## config.mk

```make
export PLATFORM = sky130hd
export DESIGN_NAME = level_loader
export DESIGN_NICKNAME = d
export VERILOG_FILES = /design/src/rtl/level_loader.sv
export SDC_FILE = /design/constraint.sdc
export NUM_CORES = 1
export LEC_CHECK = 0
export ABC_AREA = 1
export CAP_MARGIN = 15
export CORE_ASPECT_RATIO = 0.5
export CORE_UTILIZATION = 23
export CTS_BUF_LIST = sky130_fd_sc_hd__clkbuf_8
export DETAILED_ROUTE_END_ITERATION = 10
export DONT_BUFFER_PORTS = 1
export SYNTH_ARGS = -nofsm -noshare
export SYNTH_HDL_FRONTEND = slang
export SYNTH_SLANG_ARGS = --single-unit
```

## constraint.sdc

```tcl
create_clock -name clk -period 2.95 [get_ports clk]
set_input_delay 0.59 -clock clk [delete_from_list [all_inputs] [get_ports clk]]
set_output_delay 0.59 -clock clk [all_outputs]
set_load 0.1 [all_outputs]
```

## src/rtl/level_loader.sv

```systemverilog
// Purpose: streams a stage's wall/destination/box/player bit-planes from a registered ROM into packed grid registers; optional validation via LEVEL_CHECK_EN.
// Latency: done pulses 3+4*GRID_H cycles after an accepted load_req (35 for an 8x8 grid); a rejected stage index gets done the next cycle.
// Backpressure: none; load_req is ignored while busy (not queued), and the consumer picks the planes up on the done pulse.
module level_loader #(
    parameter int GRID_W   = 8,
    parameter int GRID_H   = 8,
    parameter int N_STAGES = 4,
    parameter int STAGE_W  = 2,
    parameter int X_W      = 3,
    parameter int Y_W      = 3
) (
    input  logic                                   clk,
    input  logic                                   rst_n,
    input  logic                                   load_req,
    input  logic [STAGE_W-1:0]                     stage,
    output logic [STAGE_W+2+$clog2(GRID_H)-1:0]    rom_addr,
    input  logic [GRID_W-1:0]                      rom_data,
    output logic                                   busy,
    output logic                                   done,
    output logic                                   load_ok,
    output logic [GRID_W*GRID_H-1:0]               wall,
    output logic [GRID_W*GRID_H-1:0]               destination,
    output logic [GRID_W*GRID_H-1:0]               box,
    output logic [X_W-1:0]                         player_x,
    output logic [Y_W-1:0]                         player_y
);

    localparam int ROW_W = $clog2(GRID_H);
    localparam logic [ROW_W-1:0]   ROW_LAST  = ROW_W'(GRID_H - 1);
    localparam logic [STAGE_W:0]   STAGE_LIM = (STAGE_W + 1)'(N_STAGES);

    typedef enum logic [2:0] {
        S_IDLE,
        S_FETCH,
        S_DRAIN,
        S_CHECK,
        S_FIN
    } state_t;

    state_t               state;
    logic [STAGE_W-1:0]   stage_q;
    logic [1:0]           plane_cnt;
    logic [ROW_W-1:0]     row_cnt;

    // Address of the read whose data is on rom_data this cycle.
    logic                 cap_vld;
    logic [1:0]           cap_plane;
    logic [ROW_W-1:0]     cap_row;

    logic                 player_found;
    logic                 accept;
    logic                 stage_in_range;
    logic                 level_ok;
    logic                 row_hit;
    logic [X_W-1:0]       first_col;

    assign rom_addr       = {stage_q, plane_cnt, row_cnt};
    assign stage_in_range = ({1'b0, stage} < STAGE_LIM);
    assign accept         = (state == S_IDLE) && load_req && stage_in_range;

    // Leftmost set column of the incoming row (column 0 is the MSB).
    always_comb begin
        row_hit   = |rom_data;
        first_col = '0;
        for (int c = GRID_W - 1; c >= 0; c--) begin
            if (rom_data[GRID_W-1-c]) first_col = X_W'(c);
        end
    end

`ifdef LEVEL_CHECK_EN
    localparam int CNT_W = $clog2(GRID_W * GRID_H + 1);

    logic [CNT_W-1:0]  box_cnt;
    logic [CNT_W-1:0]  dst_cnt;
    logic [CNT_W-1:0]  ply_cnt;
    logic              overlap;
    logic [GRID_W-1:0] wall_row;
    logic [GRID_W-1:0] box_row;

    function automatic logic [CNT_W-1:0] popcnt(input logic [GRID_W-1:0] v);
        logic [CNT_W-1:0] s;
        s = '0;
        for (int i = 0; i < GRID_W; i++) s = s + CNT_W'(v[i]);
        return s;
    endfunction

    // Wall and box rows already loaded for the row being captured; planes arrive
    // in order wall, destination, box, player so overlaps are checked on the fly.
    always_comb begin
        wall_row = '0;
        box_row  = '0;
        for (int r = 0; r < GRID_H; r++) begin
            if (cap_row == ROW_W'(r)) begin
                wall_row = wall[(GRID_H-1-r)*GRID_W +: GRID_W];
                box_row  = box[(GRID_H-1-r)*GRID_W +: GRID_W];
            end
        end
    end

    assign level_ok = (box_cnt == dst_cnt) && (box_cnt != '0) &&
                      (ply_cnt == CNT_W'(1)) && !overlap;
`else
    assign level_ok = 1'b1;
`endif

    // Control FSM: address sequencing, capture pipeline, busy/done/load_ok.
    always_ff @(posedge clk or negedge rst_n) begin
        if (!rst_n) begin
            state     <= S_IDLE;
            stage_q   <= '0;
            plane_cnt <= '0;
            row_cnt   <= '0;
            cap_vld   <= 1'b0;
            cap_plane <= '0;
            cap_row   <= '0;
            busy      <= 1'b0;
            done      <= 1'b0;
            load_ok   <= 1'b0;
        end else begin
            done    <= 1'b0;
            cap_vld <= 1'b0;
            case (state)
                S_IDLE: begin
                    if (load_req) begin
                        busy    <= 1'b1;
                        load_ok <= 1'b0;
                        if (stage_in_range) begin
                            stage_q   <= stage;
                            plane_cnt <= '0;
                            row_cnt   <= '0;
                            state     <= S_FETCH;
                        end else begin
                            // Out-of-range stage: no ROM traffic, report failure.
                            done  <= 1'b1;
                            state <= S_FIN;
                        end
                    end
                end
                S_FETCH: begin
                    cap_vld   <= 1'b1;
                    cap_plane <= plane_cnt;
                    cap_row   <= row_cnt;
                    if (row_cnt == ROW_LAST) begin
                        if (plane_cnt == 2'd3) begin
                            state <= S_DRAIN;
                        end else begin
                            row_cnt   <= '0;
                            plane_cnt <= plane_cnt + 2'd1;
                        end
                    end else begin
                        row_cnt <= row_cnt + ROW_W'(1);
                    end
                end
                S_DRAIN: begin
                    state <= S_CHECK;
                end
                S_CHECK: begin
                    load_ok <= level_ok;
                    done    <= 1'b1;
                    state   <= S_FIN;
                end
                S_FIN: begin
                    busy  <= 1'b0;
                    state <= S_IDLE;
                end
                default: begin
                    busy  <= 1'b0;
                    state <= S_IDLE;
                end
            endcase
        end
    end

    // Row capture into the plane registers, player position and level statistics.
    always_ff @(posedge clk or negedge rst_n) begin
        if (!rst_n) begin
            wall         <= '0;
            destination  <= '0;
            box          <= '0;
            player_x     <= '0;
            player_y     <= '0;
            player_found <= 1'b0;
`ifdef LEVEL_CHECK_EN
            box_cnt      <= '0;
            dst_cnt      <= '0;
            ply_cnt      <= '0;
            overlap      <= 1'b0;
`endif
        end else if (accept) begin
            player_found <= 1'b0;
`ifdef LEVEL_CHECK_EN
            box_cnt      <= '0;
            dst_cnt      <= '0;
            ply_cnt      <= '0;
            overlap      <= 1'b0;
`endif
        end else if (cap_vld) begin
            for (int r = 0; r < GRID_H; r++) begin
                if (cap_row == ROW_W'(r)) begin
                    case (cap_plane)
                        2'd0:    wall[(GRID_H-1-r)*GRID_W +: GRID_W]        <= rom_data;
                        2'd1:    destination[(GRID_H-1-r)*GRID_W +: GRID_W] <= rom_data;
                        2'd2:    box[(GRID_H-1-r)*GRID_W +: GRID_W]         <= rom_data;
                        default: ;
                    endcase
                end
            end
            // An empty player plane leaves the previous position in place.
            if (cap_plane == 2'd3 && !player_found && row_hit) begin
                player_found <= 1'b1;
                player_x     <= first_col;
                player_y     <= Y_W'(cap_row);
            end
`ifdef LEVEL_CHECK_EN
            case (cap_plane)
                2'd1: begin
                    dst_cnt <= dst_cnt + popcnt(rom_data);
                    if (|(rom_data & wall_row)) overlap <= 1'b1;
                end
                2'd2: begin
                    box_cnt <= box_cnt + popcnt(rom_data);
                    if (|(rom_data & wall_row)) overlap <= 1'b1;
                end
                2'd3: begin
                    ply_cnt <= ply_cnt + popcnt(rom_data);
                    if (|(rom_data & (wall_row | box_row))) overlap <= 1'b1;
                end
                default: ;
            endcase
`endif
        end
    end

endmodule

```

==> results.cfg <==
[cts]
clock_latency_ps = 530
clkSlewWorstSetupHoldPaths_ps = 60
htreeDepth = 2
clock_tree_from_tritoncts = yes
clock_tree.buffer_depth = 3
cts_repair_resize_count = 0
cts-buffers-inserted = 37
cts_root_buffer = sky130_fd_sc_hd__clkbuf_8
clock_sinks = 218

[floorplanning]
initial_cell_density_of_the_core_pct = 23.7
fp.dieW_um = 282
core.rowCount = 50
die_area_um2 = 40000
number_of_top_level_design_ports = 221
core_region_area_um2 = 38000
die_span_in_y_um = 142

[timing]
fin_worst_skew_ps = 19.4
worst_pin_slew_ps = 1030
finalMaxSlewViolations = 0
unrepaired_setup_endpoints_after_global_routing = no
period_needed_ps = 2130
holdWs_ps = -247
sum_of_negative_setup_slack_ps = 0
fmax_mhz = 469
max_transition_margin_pct = 31.1
min_period_over_period_pct = 72.3
hold_violations = 218
timing.final.setup_violations = 0

[placement]
gp_congestion = 0.817
portBuffers = 0
dp_hpwl_mm = 18.1

[critical_path]
path_max_fanout = 2
worst_r2r_path_depth = 6
worst-endpoint-required_ps = 2360
regToRegSetupSlack_ps = 930
worstSetupEndpointType = output port
arrival_ps = 1540
worstReg2RegEnd = wall[22]
timing.setup.critical_path_class = reg2out
crit_path_start_kind = flop
worst_r2r_startpoint = cap_row[0]

[route]
num_vias = 7040
remaining_drc_errors = 0
met2RoutedLength_mm = 14.7
drt_pass1_iterations = 5
met1_length_mm = 11.2
vias_per_cell = 4.49
postRouteWirelength_mm = 28.7
met3_wirelength_mm = 1.38
top_layer = met4
antenna_left = 0
dr.first_iter.drc_count = 616
wl_per_cell_um = 18.3

[global_route]
antenna_found_initial = 0
grt_usage_pct = 14.1
grt_pass1_wl_mm = 43.0
overflow = 0
grt_pass1_vias = 6658
grt_start_max_net_pins = 219

[layout]
drive_gt1_share_pct = 11.7
synthToLayoutAreaGrowth_pct = 15.7
insertedDiodeCount = 0
nNetsFinal = 1038

[synthesis]
postSynthCellCount = 1014
syn-cell-area_um2 = 9000
synth_area_leaders = sky130_fd_sc_hd__dfrtp_1 61%, sky130_fd_sc_hd__nand2_1 18%, sky130_fd_sc_hd__nand3_1 11%, sky130_fd_sc_hd__buf_2 2.0%, sky130_fd_sc_hd__nor3_4 1.4%
post_synth_num_cell_types = 21
syn_nets = 1030
synth_top_cell_area_share_pct = 60.6
postSynthRegisterBits = 218
ys_seq_area_share_pct = 60.6
netlist.top_cell.by_area = sky130_fd_sc_hd__dfrtp_1
synthesis.yosys.warnings = 0
synth_area_per_cell_um2 = 8.88

[run]
max_cap_viol_count = 0

[status]
failed_checks = negative hold slack
status = finished, violations left

[min_path]
hold_class = in2async
-- final cells by class --
class / count / area (um^2)
Timing Repair Buffer: 35 / 288
Fill cell: 4046 / 27600
Clock inverter: 20 / 160
Inverter: 22 / 87.6
Multi-Input combinational cell: 708 / 3140
Clock buffer: 46 / 633
Sequential cell: 218 / 5460
Tap cell: 520 / 651
-- state kept, by name (all words and copies together) (netlist names) --
signal / cells
box: 64
destination: 64
wall: 64
cap_row: 3
player_x: 3
player_y: 3
row_cnt: 3
state: 3
cap_plane: 2
plane_cnt: 2
stage_q: 2
busy: 1
cap_vld: 1
done: 1
load_ok: 1
player_found: 1
-- cells in the final DEF, fill, tap and decap left out --
master / Yosys / routed
sky130_fd_sc_hd__a21oi_1: 2 / 2
sky130_fd_sc_hd__dfrtp_1: 218 / 218
sky130_fd_sc_hd__ha_1: 3 / 3
sky130_fd_sc_hd__o31ai_1: 1 / 1
sky130_fd_sc_hd__nand3_1: 198 / 198
sky130_fd_sc_hd__inv_1: 18 / 32
sky130_fd_sc_hd__nor2_2: 1 / 1
sky130_fd_sc_hd__clkinv_2: 0 / 2
sky130_fd_sc_hd__nor3_4: 8 / 8
sky130_fd_sc_hd__inv_4: 2 / 2
sky130_fd_sc_hd__o21ai_0: 15 / 15
sky130_fd_sc_hd__clkbuf_8: 0 / 46
sky130_fd_sc_hd__nand2_4: 2 / 2
sky130_fd_sc_hd__nor2_4: 3 / 3
sky130_fd_sc_hd__clkinvlp_4: 0 / 1
sky130_fd_sc_hd__bufinv_16: 0 / 3
sky130_fd_sc_hd__nor3_1: 1 / 1
sky130_fd_sc_hd__nand2_2: 18 / 18
sky130_fd_sc_hd__inv_2: 2 / 2
sky130_fd_sc_hd__nand2_1: 443 / 443
sky130_fd_sc_hd__buf_12: 0 / 2
sky130_fd_sc_hd__nor2_1: 13 / 13
sky130_fd_sc_hd__buf_4: 6 / 33
-- routing by layer --
layer / global-route usage (%) / vias to the layer above
met5: 0 / -
met2: 24.8 / 229
met4: 7.01 / 0
met3: 2.54 / 78
met1: 16.6 / 3470
li1: - / 3263
-- cell usage after synthesis, drive strengths merged --
cell type	instances
nand2	463
dfrtp	218
nand3	198
buf	43
clkbuf	23
inv	22
nor2	17
o21ai	15
nor3	9
ha	3
a21oi	2
o31ai	1
-- stage by stage --
| step | instances | hold slack (ps) | cell area, um^2 | util, % | setup slack [ps] |
|---|---|---|---|---|---|
| after floorplan | 1014 | 294 | 9000 | - | 1090 |
| after global placement | 1503 | 298 | 9620 | 25.3 | 944 |
| after detailed placement | 1503 | 297 | 9620 | 25.3 | 914 |
| after CTS | 1569 | -280 | 10400 | 27.4 | 789 |
| after global routing | 1569 | -280 | 10400 | 27.4 | 765 |
| final | 1569 | -247 | 10400 | 27.4 | 817 |
-- worst max path at each step --
stage,from,to,slack (ps),cells after the start
detailed placement,load_req,destination[34],910,7
floorplan,row_cnt[0],row_cnt[0],1090,6
finish,destination[8],destination[8],820,0
CTS,wall[46],wall[46],790,0
global placement,load_req,destination[63],940,7
global route,cap_row[0],wall[17],770,6
-- repair_timing --
action | in CTS | in global routing
setup endpoints to repair | 0 | 0
buffers inserted | 0 | 0
endpoints found under the hold margin | 218 | 218
-- logic make-up (layout without fill, tap and decap cells) --
family,Yosys count,count (layout),synth area share [%]
flip-flops,218,218,60.6
buffers and inverters,88,123,4.48
adder cells (fa/ha/maj),3,3,0.417
AND/OR/NAND/NOR,687,687,33.5
AO/OA/AOI/OAI,18,18,1.03
Power is not shown: default switching activity piles up to over one toggle a cycle in this logic, so the estimate is an artifact.
